**config.mk**
```make
export PLATFORM = sky130hd
export DESIGN_NAME = line_span_sprite
export DESIGN_NICKNAME = d
export VERILOG_FILES = /design/src/rtl/line_span_sprite.sv
export SDC_FILE = /design/constraint.sdc
export NUM_CORES = 1
export LEC_CHECK = 0
export ABC_CLOCK_PERIOD_IN_PS = 7400
export BUFFER_PORTS_ARGS = -buffer_cell sky130_fd_sc_hd__buf_2
export CAP_MARGIN = 30
export CORE_MARGIN = 10
export CORE_UTILIZATION = 53
export DETAILED_ROUTE_END_ITERATION = 10
export PLACE_DENSITY = 0.67
export SYNTH_ARGS = -nofsm -noshare
export SYNTH_HDL_FRONTEND = slang
export SYNTH_SLANG_ARGS = --single-unit
export TNS_END_PERCENT = 10
```
**constraint.sdc**
```tcl
create_clock -name clk_in -period 7.4 [get_ports clk_in]
set_input_delay 1.48 -clock clk_in [delete_from_list [all_inputs] [get_ports clk_in]]
set_output_delay 1.48 -clock clk_in [all_outputs]
set_load 0.03 [all_outputs]
```
**src/rtl/line_span_sprite.sv**
```systemverilog
// Line overlay sprite: a Bresenham walker emits one horizontal span per row into a two-entry buffer, and the pixel path range-compares the raster against the active span.
// Latency: RGB is registered one cycle after hcount_in/vcount_in. The walker needs (span length + 1) cycles per row.
// Backpressure: the walker stalls in EMIT while the next buffer is full. A commit at the end of the active row frees it.
// Optional widening of each displayed span is enabled by defining LINE_SPRITE_WIDEN_EN.
module line_span_sprite #(
  parameter logic [23:0] COLOR    = 24'hFF_FF_FF,
  parameter int          HW       = 11,
  parameter int          VW       = 10,
  parameter int          H_ACTIVE = 1280,
  parameter int          WIDEN    = 1
) (
  input  logic          clk_in,
  input  logic          rst_in,
  input  logic [HW-1:0] hcount_in,
  input  logic [VW-1:0] vcount_in,
  input  logic          new_frame_in,
  input  logic [HW-1:0] x1_in,
  input  logic [HW-1:0] x2_in,
  input  logic [VW-1:0] y1_in,
  input  logic [VW-1:0] y2_in,
  output logic [7:0]    red_out,
  output logic [7:0]    green_out,
  output logic [7:0]    blue_out,
  output logic          done_out
);

  typedef enum logic [1:0] {IDLE, WALK, EMIT, DONE} state_t;

  localparam logic [HW-1:0]        H_END = HW'(H_ACTIVE);
  localparam logic signed [HW+1:0] ZERO  = '0;

  state_t state, state_nxt;

  // walker registers
  logic [HW-1:0]        x, xb, dx, span_min, span_max;
  logic [VW-1:0]        y, yb, dy, row;
  logic                 sx_neg, last;
  logic signed [HW+1:0] err;

  // span buffers
  logic          act_vld, nxt_vld;
  logic [VW-1:0] act_row, nxt_row;
  logic [HW-1:0] act_min, act_max, nxt_min, nxt_max;
  logic [HW-1:0] load_min, load_max;

  // endpoint ordering and initial Bresenham terms
  logic                 swap, sxn_c;
  logic [HW-1:0]        xa_c, xb_c, dx_c;
  logic [VW-1:0]        ya_c, yb_c, dy_c;
  logic signed [HW+1:0] err_c;

  // per-step terms
  logic signed [HW+2:0] e2, dx3, dy3;
  logic signed [HW+1:0] dx2, dy2, err_step;
  logic                 step_x, step_y, at_end, commit, emit_ok, hit;
  logic [HW-1:0]        x_step, cur_min, cur_max;

  // Order the endpoints top to bottom so the walker only ever moves down.
  always_comb begin
    swap  = y2_in < y1_in;
    xa_c  = swap ? x2_in : x1_in;
    xb_c  = swap ? x1_in : x2_in;
    ya_c  = swap ? y2_in : y1_in;
    yb_c  = swap ? y1_in : y2_in;
    sxn_c = xb_c < xa_c;
    dx_c  = sxn_c ? (xa_c - xb_c) : (xb_c - xa_c);
    dy_c  = yb_c - ya_c;
    err_c = $signed({2'b00, dx_c}) - $signed({{(HW+2-VW){1'b0}}, dy_c});
  end

  // One Bresenham step, the running span extent, and the buffer handshake.
  always_comb begin
    dx2      = $signed({2'b00, dx});
    dy2      = $signed({{(HW+2-VW){1'b0}}, dy});
    dx3      = $signed({3'b000, dx});
    dy3      = $signed({{(HW+3-VW){1'b0}}, dy});
    e2       = $signed({err, 1'b0});
    step_x   = e2 >= -dy3;
    step_y   = e2 <= dx3;
    err_step = err - (step_x ? dy2 : ZERO) + (step_y ? dx2 : ZERO);
    x_step   = sx_neg ? (x - 1'b1) : (x + 1'b1);
    at_end   = (x == xb) && (y == yb);
    cur_min  = (x < span_min) ? x : span_min;
    cur_max  = (x > span_max) ? x : span_max;
    commit   = (!act_vld && nxt_vld) ||
               (act_vld && (hcount_in == H_END) && (vcount_in == act_row));
    // A commit in the same cycle wins; the emit simply retries next cycle.
    emit_ok  = (state == EMIT) && !nxt_vld && !commit;
    hit      = act_vld && (vcount_in == act_row) &&
               (hcount_in >= act_min) && (hcount_in <= act_max);
  end

`ifdef LINE_SPRITE_WIDEN_EN
  localparam logic [HW:0] WID = (HW+1)'(WIDEN);
  logic [HW:0] lo_ext, hi_ext;

  // Widen the span as it moves into the active buffer, saturating at both ends.
  always_comb begin
    lo_ext   = {1'b0, nxt_min} - WID;
    hi_ext   = {1'b0, nxt_max} + WID;
    load_min = lo_ext[HW] ? '0 : lo_ext[HW-1:0];
    load_max = hi_ext[HW] ? '1 : hi_ext[HW-1:0];
  end
`else
  assign load_min = nxt_min;
  assign load_max = nxt_max;
  // WIDEN has no effect in this build.
  if (WIDEN < 0) begin : g_widen_ignored
  end
`endif

  // Walker state register.
  always_ff @(posedge clk_in or posedge rst_in) begin
    if (rst_in) state <= IDLE;
    else        state <= state_nxt;
  end

  // Next-state logic; a frame pulse restarts the walk from any state.
  always_comb begin
    state_nxt = state;
    case (state)
      WALK:    if (at_end || step_y) state_nxt = EMIT;
      EMIT:    if (emit_ok) state_nxt = last ? DONE : WALK;
      default: state_nxt = state;
    endcase
    if (new_frame_in) state_nxt = WALK;
  end

  // Walker datapath and span buffers; the frame pulse overrides everything.
  always_ff @(posedge clk_in or posedge rst_in) begin
    if (rst_in) begin
      x <= '0; xb <= '0; dx <= '0; y <= '0; yb <= '0; dy <= '0; row <= '0;
      sx_neg <= 1'b0; last <= 1'b0; err <= '0;
      span_min <= '0; span_max <= '0;
      act_vld <= 1'b0; act_row <= '0; act_min <= '0; act_max <= '0;
      nxt_vld <= 1'b0; nxt_row <= '0; nxt_min <= '0; nxt_max <= '0;
      done_out <= 1'b0;
    end else if (new_frame_in) begin
      x <= xa_c; xb <= xb_c; dx <= dx_c; y <= ya_c; yb <= yb_c; dy <= dy_c;
      row <= ya_c; sx_neg <= sxn_c; err <= err_c; last <= 1'b0;
      span_min <= xa_c; span_max <= xa_c;
      act_vld <= 1'b0; nxt_vld <= 1'b0; done_out <= 1'b0;
    end else begin
      if (commit) begin
        act_vld <= nxt_vld;
        act_row <= nxt_row;
        act_min <= load_min;
        act_max <= load_max;
        nxt_vld <= 1'b0;
      end
      case (state)
        WALK: begin
          span_min <= cur_min;
          span_max <= cur_max;
          if (at_end) begin
            last <= 1'b1;
          end else begin
            err <= err_step;
            if (step_x) x <= x_step;
            if (step_y) y <= y + 1'b1;
          end
        end
        EMIT: begin
          if (emit_ok) begin
            nxt_vld <= 1'b1;
            nxt_row <= row;
            nxt_min <= span_min;
            nxt_max <= span_max;
            if (last) begin
              done_out <= 1'b1;
            end else begin
              // the next row starts at the x reached by the row-changing step
              span_min <= x;
              span_max <= x;
              row      <= y;
            end
          end
        end
        default: ;
      endcase
    end
  end

  // Registered pixel colour from the active span.
  always_ff @(posedge clk_in or posedge rst_in) begin
    if (rst_in) begin
      {red_out, green_out, blue_out} <= '0;
    end else begin
      {red_out, green_out, blue_out} <= hit ? COLOR : 24'h0;
    end
  end

endmodule

```
# --- Word-level counts from Yosys, hierarchy flattened ---
# Cells that the tools add are included.
op_classes:
  eq_ne: 13
  order_cmp: 8
  n_bitwise: 1
  addsub: 10
  reduce_logical: 34
  muxes: 50
ops:
  columns: ["operator", "n"]
  rows:
  - ["11-bit 2-to-1 mux", 15]
  - ["10-bit 2-to-1 mux", 11]
  - ["11-bit case mux with 2 select lines", 2]
  - ["13-bit 2-to-1 mux", 3]
  - ["24-bit 2-to-1 mux", 1]
  - ["11-bit < comparator", 2]
  - ["11-bit subtractor", 2]
  - ["10-bit equality test", 2]
  - ["3-bit AND reduction", 6]
  - ["2-bit nonzero test", 8]
  - ["3-bit != test (second input constant)", 5]
  - ["14-bit greater-or-equal comparator", 1]
  - ["14-bit by 12-bit <= comparator with 1-bit output", 1]
  - ["10-bit negator with 14-bit output", 1]
  - ["13-bit by 12-bit adder with 13-bit output", 1]
  - ["1-bit 2-to-1 mux", 13]
  - ["13-bit by 11-bit subtractor with 13-bit output", 1]
  - ["11-bit by 10-bit subtractor with 12-bit output", 1]
  - ["11-bit by 1-bit adder with 11-bit output (second input constant)", 1]
  - ["11-bit equality test", 1]
  - ["11-bit equality test (second input constant)", 1]
  - ["11-bit greater-or-equal comparator", 1]
  - ["11-bit > comparator", 1]
  - ["11-bit <= comparator", 1]
  - ["other kinds (16)", 34]
word_totals:
  reg_bits: 203
  output_inout_bits: 25
  wordCells: 141
  input_bits: 66

# --- Logic depth before layout (Yosys ltp) ---
depth:
  word_depth: 9
  ltp_mapped: 32
  ltp_nobuf: 31

# --- Worst setup path before layout ---
# OpenSTA, ideal clock, no wires.
synth_timing:
  path_type: "input-to-reg"
  start: "input port y1_in[8]"
  end: "register err[10]"
  cell_stages: 26
  path_slack_ns: 0.882
  t_required_ns: 7.258
  setup_ns: 0.142
  path_buffers: 5
  arrival_time_ns: 6.376
  cell_sequence: "inv_1 ha_1 nand4_4 a211o_1 o211ai_4 buf_2 clkbuf_1 clkbuf_1 buf_1 clkbuf_1 nand2_1 o21a_1 ha_1 nand2_1 a311oi_1 o21ai_0 nand4_1 a21o_1 a31oi_1 xnor2_1 ha_1 and3_1 a21oi_1 o31ai_2 o221ai_1 a221oi_1"
synth_via:
  elab_chain_len: 6
  word_cells_on_any_way: 12
  classes_between: "4 x add/sub; 2 x order compare; 6 x mux"
synth_lines:
  columns: ["element", "line_no", "source"]
  rows:
  - ["start, declared", "19", "input logic [VW-1:0] y1_in,"]
  - ["10-bit < comparator (*)", "60", "swap = y2_in < y1_in;"]
  - ["11-bit 2-to-1 mux, on equally long branches", "62, 61", null]
  - ["11-bit subtractor / 11-bit < comparator (equally long branches)", "66, 65", null]
  - ["11-bit 2-to-1 mux (*)", "66", "dx_c = sxn_c ? (xa_c - xb_c) : (xb_c - xa_c);"]
  - ["via dx_c[8]", "48", "logic [HW-1:0] xa_c, xb_c, dx_c;"]
  - ["11-bit by 10-bit subtractor with 12-bit output (*)", "68", "err_c = $signed({2'b00, dx_c}) - $signed({{(HW+2-VW){1'b0}}, dy_c});"]
  - ["13-bit 2-to-1 mux (*)", "138", "end else if (new_frame_in) begin"]
  - ["end signal, assigned", "158", "err <= err_step;"]
  - ["end, declared", "38", "logic signed [HW+1:0] err;"]
# Mark *: on every way through the listed nets, which the timed path passes. The rest lies on a longest branch.
# A chain may end at the register's enable or synchronous reset.

# --- Final worst setup path ---
layout_timing:
  start: "register dy[0]"
  end: "register err[10]"
layout_via:
  elab_chain_len: 8
layout_lines:
  columns: ["element", "line_no", "source"]
  rows:
  - ["start, declared", "36", "logic [VW-1:0] y, yb, dy, row;"]
  - ["start signal, assigned", "132", "x <= '0; xb <= '0; dx <= '0; y <= '0; yb <= '0; dy <= '0; row <= '0;"]
  - ["start signal, assigned", "139", "x <= xa_c; xb <= xb_c; dx <= dx_c; y <= ya_c; yb <= yb_c; dy <= dy_c;"]
  - ["10-bit negator with 14-bit output", "78", "step_x = e2 >= -dy3;"]
  - ["14-bit greater-or-equal comparator", "78", null]
  - ["10-bit 2-to-1 mux (*)", "80", "err_step = err - (step_x ? dy2 : ZERO) + (step_y ? dx2 : ZERO);"]
  - ["13-bit by 11-bit subtractor with 13-bit output (*)", "80", null]
  - ["13-bit by 12-bit adder with 13-bit output (*)", "80", null]
  - ["13-bit 2-to-1 mux (*)", "155", "if (at_end) begin"]
  - ["13-bit 2-to-1 mux (*)", "151", "case (state)"]
  - ["13-bit 2-to-1 mux (*)", "138", null]
# Mark *: on every way between the ends. The rest lies on a longest branch, timed or not. The select of a mux whose other input is x is not followed.

==> impl_results.md <==
* Relative slew slack at 0.354
* # Max-Cap Violations at 0
* CTS max path bufs at 2
* Post-synth cell types at 76
* Post-route ant nets at 0
* Final RePlAce weighted congestion at about 0.98
* DR pass1 iterations at 5
* Hold Startpoint: load_min[10]$_DFFE_PP0P_
* Commonest non-fill, non-tap cell in the layout: dfrtp_1
* Status: completed
* TritonCTS clock tree: yes
* Clock Sinks at 180
* Initial antenna violation count at 0
* Hold_buf cts at 0
* Row count at 58
* Drt drc at 0
* Clk pwr share at 0.154
* CP startpoint kind: flip-flop
* Syn. warnings at 0
* Total net switching power at 2.77 mW
* Nets at 1777
* CP required at ~7.7 ns
* GRT overflow at 0
* H-Tree Depth at 4
* Dpl hpwl at 28400 um
* Final hold violations at 0
* Worst EP arrival at 6.53 ns
* Switching Fraction at 0.448
* Mapped Area at ~14000 um2
* Combinational share of power at 0.569
* Clock Tree Root: clkbuf_16
* Port Buf Inserts at 90
* Pwr Total at 6.19 mW
* Commonest cells after routing, fill and taps aside: dfrtp_1 (180), nand2_1 (166), inv_1 (139), ha_1 (114), o21ai_0 (104)
* Syn Nets at ~1700
* Slew Viols, Final at 0
* Post-route insts no fill at 1929
* Sequential-to-total area share from yosys stat at 0.330
* Hold Path Class: flip-flop to flip-flop
* Crit-path max FO at 4
* IO Pins at 91
* Gate Count Post-Synth at around 1600
* All-Layer GR Usage at 0.225
* Die X at 180 um
* Area leader, netlist: dfrtp_1
* Tmin final at a little over 6 ns
* Dpl ws at ~1 ns
* Insertion delay to the later sink of the worst-skew pair at 0.45 ns
* WL final at between 30000 and 40000 um
* Chip Height at between 150 and 200 um
* CP Capture Type: flip-flop
* Final Skew at 0.0176 ns
* FFs w/ async S/R, synth at 1.00
* Final Util at 0.588
* Main flop type after synthesis: dfrtp_1
* Final setup fails at 0
* Average cell area after synthesis at slightly below 9 um2
* PnR worst setup slack at approximately 1.2 ns
* Avg WL per Cell at 19.1 um
* Peak supply drop at roughly 0.00036 V
* Worst-path clk slew at ~0.08 ns
* DR iter-0 viols at roughly 950
* EDFF count, synth at 0
* Pin count of the biggest net entering global routing at about 110
* Worst setup startpoint: dy[0]$_DFFE_PP0P_
* Pwr dens at about 420 nW/um2
* Layout cells sized above 1 at 0.150
* Setup Buffers After CTS at 0
* Die footprint at 32500 um2
* Unrepaired setup endpoints after global routing: false
* Wire length of the first global-routing pass at ~60000 um
* Total CTS buffers at 17
* Most area-consuming cells after synthesis: dfrtp_1 (33%), ha_1 (10%), mux2_2 (6.2%)
* Vias in the first global route at 10999
* CTS resizes at 0
* TNS Setup at 0 ns
* Period utilisation layout at 0.837
* Vias/cell at 5.86
* Worst Tran Pin Value at about 0.96 ns
* Initial Util at 0.540
* Total number of vias at between 10000 and 15000
* P_leak at 6.88 nW
* Core area at approximately 25000 um2
* Dpl cells at around 1900
* Top cell type's share of synthesized area at 0.330
* Fmax at ~0.16 GHz
* FF+latch count, synth at 180
* Crit Path Category: flip-flop to flip-flop
* Sequential power share at 0.277
* Internal power at approximately 3.4 mW
* RR Startpoint: dy[0]$_DFFE_PP0P_
* Area growth from synthesis to layout at 8.93%
## power by group through the flow
stage / combinational (mW) / sequential [mW] / clock [mW]
floorplan: 2.73 / 1.59 / 0
global placement: 3.38 / 1.72 / 0
detailed placement: 3.48 / 1.73 / 0
CTS: 3.51 / 1.71 / 0.968
global route: 3.99 / 1.77 / 1.00
finish: 3.53 / 1.72 / 0.951
## sequential cells by signal, indices dropped and copies added, names as in the netlist, 11 cells and up
| signal | count |
|---|---|
| err | 13 |
| act_max | 11 |
| act_min | 11 |
| dx | 11 |
| load_max | 11 |
| load_min | 11 |
| span_max | 11 |
| span_min | 11 |
| x | 11 |
| xb | 11 |
## cell families (layout without fill, tap and decap cells)
kind of cell	Yosys count	in the layout	share of synthesized area
AO/OA/AOI/OAI	377	377	0.184
AND/OR/NAND/NOR	444	444	0.152
XOR/XNOR	92	92	0.0597
adder cells (fa/ha/maj)	134	134	0.128
multiplexers	94	94	0.0759
buffers and inverters	229	277	0.0698
other	0	1	0
flip-flops	180	180	0.330
## routing by layer
layer  up-vias  global-route usage  routed length [um]
li1       5458                   -                   -
met1      5496               0.312               17300
met2       300               0.362               17000
met3        43              0.0267                1720
met4         0              0.0633                 837
met5         -                   0                   0
## area by class of cell
class / count / area (um2)
tap: 330 / 413
sequential: 180 / 4500
fill: 2309 / 10400
multi-input combinational: 1141 / 8190
clock buffer: 17 / 425
timing repair buffer: 104 / 578
inverter: 141 / 537
antenna: 1 / 2.50
clock inverter: 15 / 198
## worst max-delay path: stages, from the launching register on
cell,delay [ns]
dfrtp_1,0.41
nor3_1,0.30
nor3b_1,0.40
nand2_1,0.20
nor3_1,0.21
xor2_1,0.18
ha_1,0.26
nand3_1,0.13
nor4_1,0.07
nand4_1,0.09
nand3_1,0.08
o21ai_0,0.15
o21ai_0,0.21
and2_1,0.24
fa_1,0.50
inv_1,0.07
fa_1,0.46
a21o_1,0.18
a21oi_1,0.26
o21bai_1,0.10
a21oi_1,0.27
o21bai_1,0.11
a21oi_1,0.24
o21bai_1,0.11
a21oi_1,0.25
xnor2_1,0.18
mux2i_1,0.12
a221oi_1,0.31
## cell usage after synthesis (8+ instances only)
master    number
nand3_1       30
maj3_1         8
nor3_1        20
buf_1         10
or3_1         10
and2_1        14
a21o_1        19
clkbuf_1      50
o211ai_1      11
xnor2_1       53
mux2i_1       19
a211oi_1       8
o21a_1        33
inv_1        140
nor2_1       101
nor4_1        16
buf_4         23
nand2_1      166
o21bai_1      11
o21ai_1       11
o21ai_0      104
dfrtp_1      180
nand2b_1      27
a221oi_1       9
a21boi_0      12
ha_1         114
xor2_1        38
a21oi_1       68
mux2_2        75
fa_1          12
a31oi_1       33
nand4_1       16
nor2b_1       25
## path summary, 6_finish.rpt
path                                                end  slack (ns)  cells after the start
worst max-delay path                err[10]$_DFFE_PP0P_        1.21                     27
worst min register to register  act_min[10]$_DFFE_PP0P_        0.48                      2
worst min-delay path            act_min[10]$_DFFE_PP0P_        0.48                      2
worst max register to register      err[10]$_DFFE_PP0P_        1.21                     27
min in group asynchronous              y[6]$_DFFE_PP0P_        1.17                      2
max in group asynchronous       span_min[6]$_DFFE_PP0P_        5.13                      4
## stage by stage
step / hold WS [ns] / cell area (um2)
after floorplan: 0.444 / 13600
after global placement: 0.462 / 14200
after detailed placement: 0.470 / 14200
after CTS: 0.486 / 14800
after global routing: 0.507 / 14800
final: 0.484 / 14800
Note: power is estimated with default switching activity, not from simulation.
